`config.mk`:
```
export PLATFORM = sky130hd
export DESIGN_NAME = decimation_flat
export DESIGN_NICKNAME = d
export VERILOG_FILES = /design/src/rtl/decimation_if.sv /design/src/rtl/decimation.sv /design/src/flat_wrapper.sv
export SDC_FILE = /design/constraint.sdc
export NUM_CORES = 1
export LEC_CHECK = 0
export CORE_ASPECT_RATIO = 0.7
export CORE_UTILIZATION = 25
export CTS_CLUSTER_SIZE = 10
export DETAILED_ROUTE_END_ITERATION = 16
export PLACE_DENSITY = 0.53
export SETUP_SLACK_MARGIN = 0.4
export SKIP_CTS_REPAIR_TIMING = 1
export SLEW_MARGIN = 20
export SYNTH_ARGS = -nofsm -noshare
export SYNTH_HDL_FRONTEND = slang
export SYNTH_SLANG_ARGS = --single-unit
```
`constraint.sdc`:
```
create_clock -name clk -period 6.82 [get_ports clk]
set_input_delay 1.364 -clock clk [delete_from_list [all_inputs] [get_ports clk]]
set_output_delay 1.364 -clock clk [all_outputs]
set_load 0.005 [all_outputs]
```
`src/rtl/decimation_if.sv`:
```
// Sample-stream and FIFO-write signal bundle for the averaging down-sampler.
// The slave modport is the decimator side; master is the ADC/FIFO side.
interface decimation_if #(
  parameter int unsigned DATAWIDTH = 14
);
  logic                 ena;
  logic [DATAWIDTH-1:0] dataIn;
  logic                 full;
  logic                 clr_ovf;
  logic [DATAWIDTH-1:0] ds_data;
  logic                 wr_en;
  logic                 overflow;
  logic                 running;

  modport master (
    output ena, dataIn, full, clr_ovf,
    input  ds_data, wr_en, overflow, running
  );

  modport slave (
    input  ena, dataIn, full, clr_ovf,
    output ds_data, wr_en, overflow, running
  );
endinterface

```
`src/rtl/decimation.sv`:
```
// Averaging down-sampler: sums blocks of 2^SAMPLE_RATE signed samples and
// writes each floored block mean to a downstream FIFO with a one-cycle strobe.
module decimation #(
  parameter int unsigned SAMPLE_RATE = 4,
  parameter int unsigned DATAWIDTH   = 14
) (
  input  logic          clk,
  input  logic          rst,
  decimation_if.slave   bus
);
  localparam int unsigned N  = 1 << SAMPLE_RATE;
  localparam int unsigned CW = (SAMPLE_RATE > 0) ? SAMPLE_RATE : 1;
  localparam int unsigned AW = DATAWIDTH + SAMPLE_RATE;

  typedef enum logic {IDLE, RUN} state_t;

  state_t                state_q, state_d;
  logic [CW-1:0]         count_q, count_d;
  logic signed [AW-1:0]  acc_q, acc_d;
  logic [DATAWIDTH-1:0]  ds_q, ds_d;
  logic                  wr_q, wr_d;
  logic                  ovf_q, ovf_d;
  logic signed [AW-1:0]  din_ext;
  logic signed [AW-1:0]  sum;

  always_ff @(posedge clk or posedge rst) begin
    if (rst) begin
      state_q <= IDLE;
      count_q <= '0;
      acc_q   <= '0;
      ds_q    <= '0;
      wr_q    <= 1'b0;
      ovf_q   <= 1'b0;
    end else begin
      state_q <= state_d;
      count_q <= count_d;
      acc_q   <= acc_d;
      ds_q    <= ds_d;
      wr_q    <= wr_d;
      ovf_q   <= ovf_d;
    end
  end

  always_comb begin
    state_d = state_q;
    count_d = count_q;
    acc_d   = acc_q;
    ds_d    = ds_q;
    wr_d    = 1'b0;
    ovf_d   = bus.clr_ovf ? 1'b0 : ovf_q;
    din_ext = AW'($signed(bus.dataIn));
    sum     = acc_q + din_ext;

    case (state_q)
      IDLE:    if (bus.ena) state_d = RUN;
      RUN:     state_d = RUN;
      default: state_d = IDLE;
    endcase

    // The strobe that leaves IDLE is also sample 0, so acceptance ignores state.
    if (bus.ena) begin
      if (count_q == CW'(N - 1)) begin
        count_d = '0;
        acc_d   = '0;
        ds_d    = DATAWIDTH'(sum >>> SAMPLE_RATE);
        wr_d    = ~bus.full;
        if (bus.full) ovf_d = 1'b1;
      end else begin
        count_d = count_q + CW'(1);
        acc_d   = sum;
      end
    end
  end

  assign bus.ds_data  = ds_q;
  assign bus.wr_en    = wr_q;
  assign bus.overflow = ovf_q;
  assign bus.running  = (state_q == RUN);
endmodule

```
`src/flat_wrapper.sv`:
```
// flat-port wrapper written by rule: the top's interface ports become plain ports
module decimation_flat 
#(
  parameter int unsigned SAMPLE_RATE = 4,
  parameter int unsigned DATAWIDTH   = 14
)
  (clk, rst, bus_ena, bus_dataIn, bus_full, bus_clr_ovf, bus_ds_data, bus_wr_en, bus_overflow, bus_running);
  decimation_if #(.DATAWIDTH(DATAWIDTH)) bus_i ();
  input  logic clk;
  input  logic rst;
  input wire logic [$bits(bus_i.ena)-1:0] bus_ena;
  input wire logic [$bits(bus_i.dataIn)-1:0] bus_dataIn;
  input wire logic [$bits(bus_i.full)-1:0] bus_full;
  input wire logic [$bits(bus_i.clr_ovf)-1:0] bus_clr_ovf;
  output wire logic [$bits(bus_i.ds_data)-1:0] bus_ds_data;
  output wire logic [$bits(bus_i.wr_en)-1:0] bus_wr_en;
  output wire logic [$bits(bus_i.overflow)-1:0] bus_overflow;
  output wire logic [$bits(bus_i.running)-1:0] bus_running;
  assign bus_i.ena = bus_ena;
  assign bus_i.dataIn = bus_dataIn;
  assign bus_i.full = bus_full;
  assign bus_i.clr_ovf = bus_clr_ovf;
  assign bus_ds_data = bus_i.ds_data;
  assign bus_wr_en = bus_i.wr_en;
  assign bus_overflow = bus_i.overflow;
  assign bus_running = bus_i.running;
  decimation #(.SAMPLE_RATE(SAMPLE_RATE), .DATAWIDTH(DATAWIDTH)) u_core (.clk(clk), .rst(rst), .bus(bus_i));
endmodule
```
==> results of run 1 <==
[layout make-up]
| cell class | count | area, µm² | area share [%] |
|---|---|---|---|
| multi-input combinational | 179 | 1310 | 44.1 |
| sequential | 39 | 976 | 32.9 |
| timing repair buffer | 37 | 369 | 12.4 |
| tap | 124 | 155 | 5.23 |
| clock buffer | 6 | 129 | 4.35 |
| inverter | 8 | 30.0 | 1.01 |
[logic make-up (layout without fill, tap and decap cells)]
group	Yosys count	count (layout)	share of synthesized area (%)
mux	4	4	1.79
compound gates	75	75	22.9
fa+ha+maj	19	19	10.3
buf+inv	18	51	4.05
xor+xnor	14	14	5.73
flops	39	39	41.0
simple gates	67	67	14.2
[final timing paths]
check | from | to | slack [ps] | depth (start not counted)
max | bus_dataIn[0] | u_core.bus.ds_data[12]$_DFFE_PP0P_ | 3220 | 11
min | u_core.bus.running$_DFF_PP0_ | u_core.bus.running$_DFF_PP0_ | 470 | 1
max reg2reg | u_core.acc_q[0]$_DFFE_PP0P_ | u_core.bus.ds_data[12]$_DFFE_PP0P_ | 4430 | 10
min reg2reg | u_core.bus.running$_DFF_PP0_ | u_core.bus.running$_DFF_PP0_ | 470 | 1
max in group asynchronous | rst | u_core.acc_q[3]$_DFFE_PP0P_ | 4950 | 3
min in group asynchronous | rst | u_core.count_q[1]$_DFFE_PP0P_ | 1500 | 3
[metrics by stage]
stage          hold WS [ps]  power, mW  util [%]  worst slack [ps]  area (µm²)
4_1_cts                 475       1.30      32.3              3120        2950
5_1_grt                 499       1.40      32.4              3020        2970
3_5_place_dp            460       1.07      30.9              2820        2830
6_report                471       1.28      32.4              3220        2970
3_3_place_gp            458       1.06      30.9              2880        2830
2_1_floorplan           459      0.887         -              3650        2380
[worst reg2reg max path, delay by kind of cell (launching register included)]
kind,cells,cell delay (ps)
compound gates,5,950
xor+xnor,1,160
fa+ha+maj,2,560
buf+inv,1,50
flops,1,340
simple gates,1,170
[layer usage]
| layer | wire [µm] | vias to the layer above | global-route usage [%] |
|---|---|---|---|
| li1 | - | 936 | - |
| met1 | 2960 | 862 | 17.5 |
| met2 | 2160 | 33 | 16.3 |
| met3 | 272 | 8 | 3.83 |
| met4 | 77 | 0 | 3.80 |
| met5 | 0 | - | 0 |
[state kept, by name (all words and copies together), names as in the netlist]
signal               count
u_core.count_q           4
u_core.bus.ds_data      14
u_core.bus.wr_en         1
u_core.bus.running       1
u_core.acc_q            18
u_core.bus.overflow      1
[synth_stat cells (5+ instances only)]
library cell   n  share of area, %
ha_1          18               9.5
nand3_1        8               1.7
dfrtp_1       39                41
o2bb2ai_1     11               4.1
xor2_1         7               2.6
o21ai_0       16               3.4
nor2_1         7               1.1
nand4_1        7               1.8
clkbuf_1       5              0.79
nand2_1       24               3.8
a21o_1         9               2.8
a21oi_1       12               2.5
and3_1         5               1.3
inv_1          8               1.3
xnor2_1        6               2.2
[where the power goes]
part           switching [mW]  leakage [nW]  internal, mW
Combinational           0.344         0.753         0.327
Sequential             0.0636         0.486         0.332
Clock                  0.0848        0.0628         0.131
Total                   0.492          1.30         0.791
==> out/qor.txt, run 1 <==
Residual DRC - 0
Fillers - 964
fin nets - 308
endpoints failing setup - 0
Final Non-Filler Cells - 393
grt ovf - 0
fin crit share - 52.7%
clock period minus worst slack - 3600 ps
CP endpoint kind - flop
vias in the first global route - 1806
DR vias - 1839
Die H - 83.6 µm
Clock Latency Late Sink - 280 ps
Top delay family on crit path - compound AO/OA/AOI/OAI gates
most frequent cells in the layout - dfrtp_1 (39), clkdlybuf4s50_1 (35), nand2_1 (24), ha_1 (18), o21ai_0 (16)
DRT iter0 DRCs - 62
Seq/Total Area, Yosys - 41.0%
Critical Path Fanout Max - 5
Hold Vio Cnt, Final - 0
CP max stage delay - 460 ps
WS Path Type - input pin to flop
Max Cap Viol - 0
port bufs - 35
wirelength, routed - 5470 µm
Die ar. - 9910 µm²
synthesized netlist cell count - 236
Post-synth EDFFs - 0
setup TNS - 0 ps
relative slew slack - 50.8%
layout cell share with drive strength beyond 1 - 7.43%
num ports - 36
mapped cell area - 2380 µm²
Hold Path Class - flop to flop
Peak supply drop - 0.116 mV
Syn Area/Cell - 10.1 µm²
worst path buffer plus inverter count - 2
via/cell ratio - 4.68
crit path DAT - 3740 ps
Initial Util - 26.0%
CTS max path bufs - 2
Syn. warnings - 0
Antenna diodes - 0
PD cells - 433 nW/µm²
GRT Util Overall - 12.0%
syn_nets - 274
Area Overhead vs Synth - 24.7%
Required @ worst endpoint - 6960 ps
CTS tree - yes
Slew Viols, Final - 0
critical path's slowest cell - clkdlybuf4s50_1
most frequent CP cell - o21ai_0
clock root cell - clkbuf_16
CTS clk-pin slew, worst paths - 50 ps
die width - 119 µm
core area - 9140 µm²
Yosys cell types - 50
initial antenna violation count - 0
most common cell after layout, fill and taps aside - dfrtp_1
asr flop ratio synth - 100%
fmax - 0.278 GHz
RSZ-0062 raised after global routing - false
CTS sink count - 39
largest net degree at the start of global routing - 40
DP Cell Count - 386
worst-margin pin slew - 736 ps
status - completed
P_leak - 1.30 nW
H-tree Lvls - 2
GP Congestion - 0.780
Final Skew - 4.62 ps
first-pass GRT wire length - 9150 µm
# rows - 29
CP Launch Type - input pin
WL per Instance - 13.9 µm
DR pass1 iterations - 4
cts bufs inserted - 5
ys flop type - dfrtp_1
post-DP HPWL - 3950 µm
Yosys reg bits - 39
crit-path cells - clkdlybuf4s50_1 > ha_1 > inv_1 > fa_1 > nor2b_1 > o211ai_1 > a31oi_2 > a21oi_1 > o21ai_0 > xnor2_1 > o21ai_0
antenna viol nets, final - 0
Power figures use the tool's default switching activity.
==> inputs of run 2 (changes only) <==
- PLACE_DENSITY: 0.53 -> 0.55
- clock period: 6.82 -> 3 ns (I/O delays scaled with it)
==> run 2 against run 1 <==
Net effect: worst setup slack worse by 2700 ps; core utilization increased by 3.6 points; global-route usage is 0.45 points higher; worst hold slack better by 6.0 ps; critical path type unchanged; largest power group unchanged.
==> out/qor.txt, run 2 (synthesis gave the netlist of run 1 again) <==
crit path from - bus_dataIn[12]
clock root cell - clkbuf_16
Die ar. - 9910 µm² (unchanged)
PD cells - 1020 nW/µm² (+140%)
Die H - 83.6 µm (unchanged)
relative slew slack - 61.2% (+10 points)
CTS tree - yes
worst path buffer plus inverter count - 1 (-1)
grt ovf - 0 (unchanged)
layout cell share with drive strength beyond 1 - 20.0% (+13 points)
M1 GR Usage - 18.1% (+0.56 points)
crit path DAT - 2670 ps (-1070 ps)
Required @ worst endpoint - 3170 ps (-3790 ps)
fmax - 0.401 GHz
NetSw - 1.24 mW (+150%)
Peak supply drop - 0.274 mV (+140%)
via/cell ratio - 4.73 (+1.0%)
grt met3 use - 3.21% (-0.61 points)
DR vias - 1957 (+6.4%)
Slew Viols, Final - 0 (unchanged)
Most Used Layer, Global Route - met1
Antenna diodes - 0 (unchanged)
P_leak - 1.49 nW (+15%)
Fillers - 932 (-3.3%)
fin crit share - 83.1%
CTS sink count - 39 (unchanged)
Final Non-Filler Cells - 414 (+5.3%)
M2 GR Usage - 17.5% (+1.2 points)
Max Cap Viol - 0 (unchanged)
CP endpoint kind - flop
RSZ-0062 raised after global routing - false
die width - 119 µm (unchanged)
crit-path cells - clkdlybuf4s50_1 > ha_1 > a21o_1 > a31oi_2 > nor2_1 > a211oi_2 > o31a_4 > xnor3_1 > mux2_2
cts bufs inserted - 5 (unchanged)
pre-CTS WS - -39.3 ps (-2860 ps)
Largest register FFs - 18 (unchanged)
Comb pwr share - 53.9% (+1.6 points)
Hold Vio Cnt, Final - 0 (unchanged)
hold path start - u_core.bus.ds_data[3]$_DFFE_PP0P_
critical path's slowest cell - clkdlybuf4s50_1
most frequent cells in the layout - dfrtp_1 (39), clkdlybuf4s50_1 (27), nand2_1 (24), buf_4 (21), o21ai_0 (15)
Top delay family on crit path - compound AO/OA/AOI/OAI gates
core area - 9140 µm² (unchanged)
wirelength, routed - 5820 µm (+6.4%)
Final Skew - 4.10 ps (-0.517 ps)
Critical Path Fanout Max - 2 (-3)
Initial Util - 26.0% (unchanged)
Fin Hold WS - 477 ps (+5.99 ps)
CTS max path bufs - 2 (unchanged)
GP Congestion - 0.779 (-0.13%)
num ports - 36 (unchanged)
Switching Share - 36.9% (-1.4 points)
GRT Util Overall - 12.4% (+0.45 points)
most common cell after layout, fill and taps aside - dfrtp_1
clock period minus worst slack - 2490 ps
WL per Instance - 14.1 µm (+1.0%)
DRT iter0 DRCs - 76 (+23%)
CP Launch Type - input pin
Clock power frac - 18.8% (+2.0 points)
fin nets - 327 (+6.2%)
port bufs - 35 (unchanged)
status - completed
initial antenna violation count - 0 (unchanged)
CP max stage delay - 420 ps (-40 ps)
worst r2r src - u_core.acc_q[0]$_DFFE_PP0P_
cell-internal power - 2.13 mW (+170%)
Area Overhead vs Synth - 38.3%
endpoints failing setup - 0 (unchanged)
Clock Latency Late Sink - 290 ps (about the same)
# rows - 29 (unchanged)
WS Path Type - input pin to flop
Largest Register - u_core.acc_q
post-DP HPWL - 4170 µm (+5.5%)
CTS clk-pin slew, worst paths - 60 ps (about the same)
Hold Path Class - flop to flop
vias in the first global route - 1925 (+6.6%)
DR pass1 iterations - 4 (unchanged)
antenna viol nets, final - 0 (unchanged)
setup ws final - 506 ps (-2720 ps)
DP Cell Count - 403 (+4.4%)
worst-margin pin slew - 581 ps (-155 ps)
H-tree Lvls - 2 (unchanged)
Reg power frac - 27.2% (-3.7 points)
Residual DRC - 0 (unchanged)
first-pass GRT wire length - 9520 µm (+4.0%)
largest net degree at the start of global routing - 40 (unchanged)
run 2: changes by cell type in the layout (fill, tap and decap cells not counted), sizes merged:
cell	before	now
dlymetal6s2s	0	8
clkdlybuf4s50	35	27
buf	2	21
bufinv	0	1
clkinv	0	1
run 2: tightest hold or removal path, cell delays in order (launching register included):
cell and delay (ps):
dfrtp_1 340, nand2_1 50, o21ai_0 60
run 2: layer usage:
layer / wire (µm) / up-vias
li1: - / 974
met1: 3040 / 928
met2: 2410 / 45
met3: 296 / 10
met4: 84 / 0
met5: 0 / -
run 2: cell type report:
type                       instances  area, µm²  area share [%]
timing repair buffer              56        528            16.0
inverter                           8       30.0           0.913
tap                              124        155            4.71
multi-input combinational        179       1430            43.4
sequential                        39        976            29.7
clock inverter                     2       35.0            1.06
clock buffer                       6        139            4.22
run 2: per-stage QoR:
stage	util (%)	setup TNS, ps	area, µm²	power, mW
floorplan	-	0	2380	2.02
detailed placement	32.3	-105	2950	2.59
global placement	32.3	-16.4	2950	2.55
CTS	34.2	0	3130	3.25
global route	36.0	0	3290	3.67
finish	36.0	0	3290	3.37
run 2: power groups by stage:
stage / logic (mW) / registers (mW) / clock network (mW)
6_report: 1.82 / 0.918 / 0.635
5_1_grt: 2.04 / 0.950 / 0.675
4_1_cts: 1.69 / 0.901 / 0.655
3_5_place_dp: 1.68 / 0.906 / 0
3_3_place_gp: 1.65 / 0.903 / 0
2_1_floorplan: 1.13 / 0.884 / 0
run 2: worst paths after layout:
kind,endpoint,slack [ps],cells past startpoint
max,u_core.bus.ds_data[13]$_DFFE_PP0P_,510,9
min,u_core.bus.ds_data[3]$_DFFE_PP0P_,480,2
max reg2reg,u_core.bus.ds_data[6]$_DFFE_PP0P_,620,11
min reg2reg,u_core.bus.ds_data[3]$_DFFE_PP0P_,480,2
max in group asynchronous,u_core.acc_q[6]$_DFFE_PP0P_,1910,3
min in group asynchronous,u_core.bus.running$_DFF_PP0_,730,3
==> inputs of run 3 (changes only) <==
- PLACE_DENSITY: 0.55 -> 0.53
- clock period: 3 -> 2.6 ns (I/O delays scaled with it)
==> run 3 against run 2 <==
Net effect: register-to-register slack got worse by 250 ps; final cell count increased by 5.8%; critical endpoint is now u_core.acc_q[10]$_DFFE_PP0P_; non-clock buffer count increased by 24; clock skew increased by 0.58 ps; die area unchanged; critical path depth increased by 2; clock power increased by 16%; largest power group unchanged; combinational power increased by 35%; power increased by 27%; global-route usage increased by 0.74 points.
==> out/qor.txt, run 3 (synthesis gave the netlist of run 1 again) <==
status - completed
Final Skew - 4.68 ps (+0.584 ps)
relative slew slack - 57.2% (-4.0 points)
Peak supply drop - 0.478 mV (+74%)
layout cell share with drive strength beyond 1 - 29.9% (+9.9 points)
fin crit share - 85.9%
met2 routed WL - 2490 µm (+3.2%)
CP endpoint kind - flop
Residual DRC - 0 (unchanged)
crit-path cells - ha_4 > inv_2 > fa_2 > nor2b_2 > o211ai_1 > buf_4 > a31oi_4 > o21a_1 > o21a_1 > o21a_1 > o32ai_2
clock period minus worst slack - 2230 ps
crit path from - u_core.acc_q[0]$_DFFE_PP0P_
Fillers - 930 (-0.21%)
CTS sink count - 39 (unchanged)
initial antenna violation count - 0 (unchanged)
clock root cell - clkbuf_16
CTS clk-pin slew, worst paths - 60 ps (about the same)
antenna viol nets, final - 0 (unchanged)
pre-CTS WS - -404 ps (-365 ps)
CP max stage delay - 410 ps (about the same)
DR pass1 iterations - 4 (unchanged)
setup ws final - 367 ps (-139 ps)
Initial Util - 26.0% (unchanged)
most frequent CP cell - o21a_1
# rows - 29 (unchanged)
H-tree Lvls - 2 (unchanged)
Pwr Total - 4.28 mW (+27%)
most frequent cells in the layout - buf_4 (44), dfrtp_1 (39), nand2_1 (24), clkdlybuf4s50_1 (21), dlymetal6s2s_1 (14)
grt ovf - 0 (unchanged)
largest net degree at the start of global routing - 40 (unchanged)
GP Congestion - 0.768 (-1.5%)
Top Metal Used - met4
DR vias - 2025 (+3.5%)
Stages on worst setup path - 11 (+2)
critical path's slowest cell - dfrtp_1
most common cell after layout, fill and taps aside - buf_4
met3 WL post-DR - 237 µm (-20%)
CTS tree - yes
core area - 9140 µm² (unchanged)
num ports - 36 (unchanged)
P_leak - 1.68 nW (+13%)
worst r2r src - u_core.acc_q[0]$_DFFE_PP0P_
worst-margin pin slew - 641 ps (+59.6 ps)
Critical Path Fanout Max - 5 (+3)
WL per Instance - 14.3 µm (+1.6%)
Largest register FFs - 18 (unchanged)
vias in the first global route - 1945 (+1.0%)
hold path start - u_core.bus.running$_DFF_PP0_
crit path DAT - 2430 ps (-240 ps)
Hold Path Class - flop to flop
R2R depth - 11 (unchanged)
worst path buffer plus inverter count - 2 (+1)
Hold Vio Cnt, Final - 0 (unchanged)
fin nets - 351 (+7.3%)
Max Cap Viol - 0 (unchanged)
WS Path Type - flop to flop
CP Launch Type - flop
Largest Register - u_core.acc_q
endpoints failing setup - 0 (unchanged)
fmax - 0.448 GHz
Die ar. - 9910 µm² (unchanged)
CTS max path bufs - 2 (unchanged)
Antenna diodes - 0 (unchanged)
Metal-1 WL - 3450 µm (+14%)
Die H - 83.6 µm (unchanged)
first-pass GRT wire length - 9980 µm (+4.9%)
Area Overhead vs Synth - 51.2%
post-DP HPWL - 4440 µm (+6.5%)
GRT Util Overall - 13.1% (+0.74 points)
DRT iter0 DRCs - 92 (+21%)
Top delay family on crit path - compound AO/OA/AOI/OAI gates
via/cell ratio - 4.62 (-2.2%)
Clock Latency Late Sink - 290 ps (about the same)
die width - 119 µm (unchanged)
port bufs - 35 (unchanged)
RSZ-0062 raised after global routing - true
PD cells - 1190 nW/µm² (+16%)
cts bufs inserted - 5 (unchanged)
hold path depth - 1 (-1)
Slew Viols, Final - 0 (unchanged)
Required @ worst endpoint - 2800 ps (-370 ps)
wirelength, routed - 6260 µm (+7.5%)
## run 3: changes by cell type in the layout (fill, tap and decap cells not counted), moves of 2 or more
cell | previous run | this run
ha_4 | 6 | 10
a21oi_2 | 2 | 4
buf_4 | 21 | 44
clkdlybuf4s50_1 | 27 | 21
a21oi_1 | 11 | 9
dlymetal6s2s_1 | 8 | 14
a31oi_2 | 2 | 0
a31oi_4 | 0 | 2
o21ai_0 | 15 | 13
ha_1 | 11 | 6
## run 3: report_power, final
group	internal [mW]	total (mW)	switching, mW	leakage [nW]
Clock	0.477	0.737	0.260	0.0868
Sequential	0.871	1.08	0.209	0.486
Combinational	1.36	2.46	1.11	1.11
## run 3: per-stage QoR
| stage | hold slack, ps | utilization (%) | TNS, ps | std cells | area (µm²) |
|---|---|---|---|---|---|
| after detailed placement | 457 | 35.1 | -3940 | 425 | 3210 |
| after global placement | 454 | 35.1 | -3390 | 425 | 3210 |
| after CTS | 476 | 37.0 | -167 | 433 | 3390 |
| after global routing | 505 | 39.3 | 0 | 438 | 3600 |
| after floorplan | 459 | - | 0 | 236 | 2470 |
| final | 474 | 39.3 | 0 | 438 | 3600 |
## run 3: cell type report
| cell class | count | area (µm²) | share of cell area (%) |
|---|---|---|---|
| Inverter | 8 | 30.0 | 0.835 |
| Timing Repair Buffer | 80 | 727 | 20.2 |
| Clock inverter | 2 | 35.0 | 0.974 |
| Tap cell | 124 | 155 | 4.31 |
| Clock buffer | 6 | 139 | 3.86 |
| Sequential cell | 39 | 976 | 27.1 |
| Multi-Input combinational cell | 179 | 1530 | 42.7 |
## run 3: worst paths after layout
kind | end | slack (ps)
max | u_core.acc_q[10]$_DFFE_PP0P_ | 370
min in group asynchronous | u_core.bus.overflow$_DFF_PP0_ | 670
min reg2reg | u_core.bus.running$_DFF_PP0_ | 470
min | u_core.bus.running$_DFF_PP0_ | 470
max reg2reg | u_core.acc_q[10]$_DFFE_PP0P_ | 370
max in group asynchronous | u_core.acc_q[6]$_DFFE_PP0P_ | 1560
## run 3: worst register-to-register path, stage by stage, from the launching register on
cell      delay (ps)
dfrtp_1          410
ha_4             170
inv_2             50
fa_2             210
nor2b_2           50
o211ai_1         150
buf_4            150
a31oi_4          120
o21a_1           210
o21a_1           180
o21a_1           210
o32ai_2          240
## run 3: metal layers
metal / vias to the layer above / global-route usage (%)
met1: 954 / 19.9
met5: - / 0
met4: 0 / 4.49
met2: 35 / 17.4
met3: 8 / 3.55
li1: 1028 / -
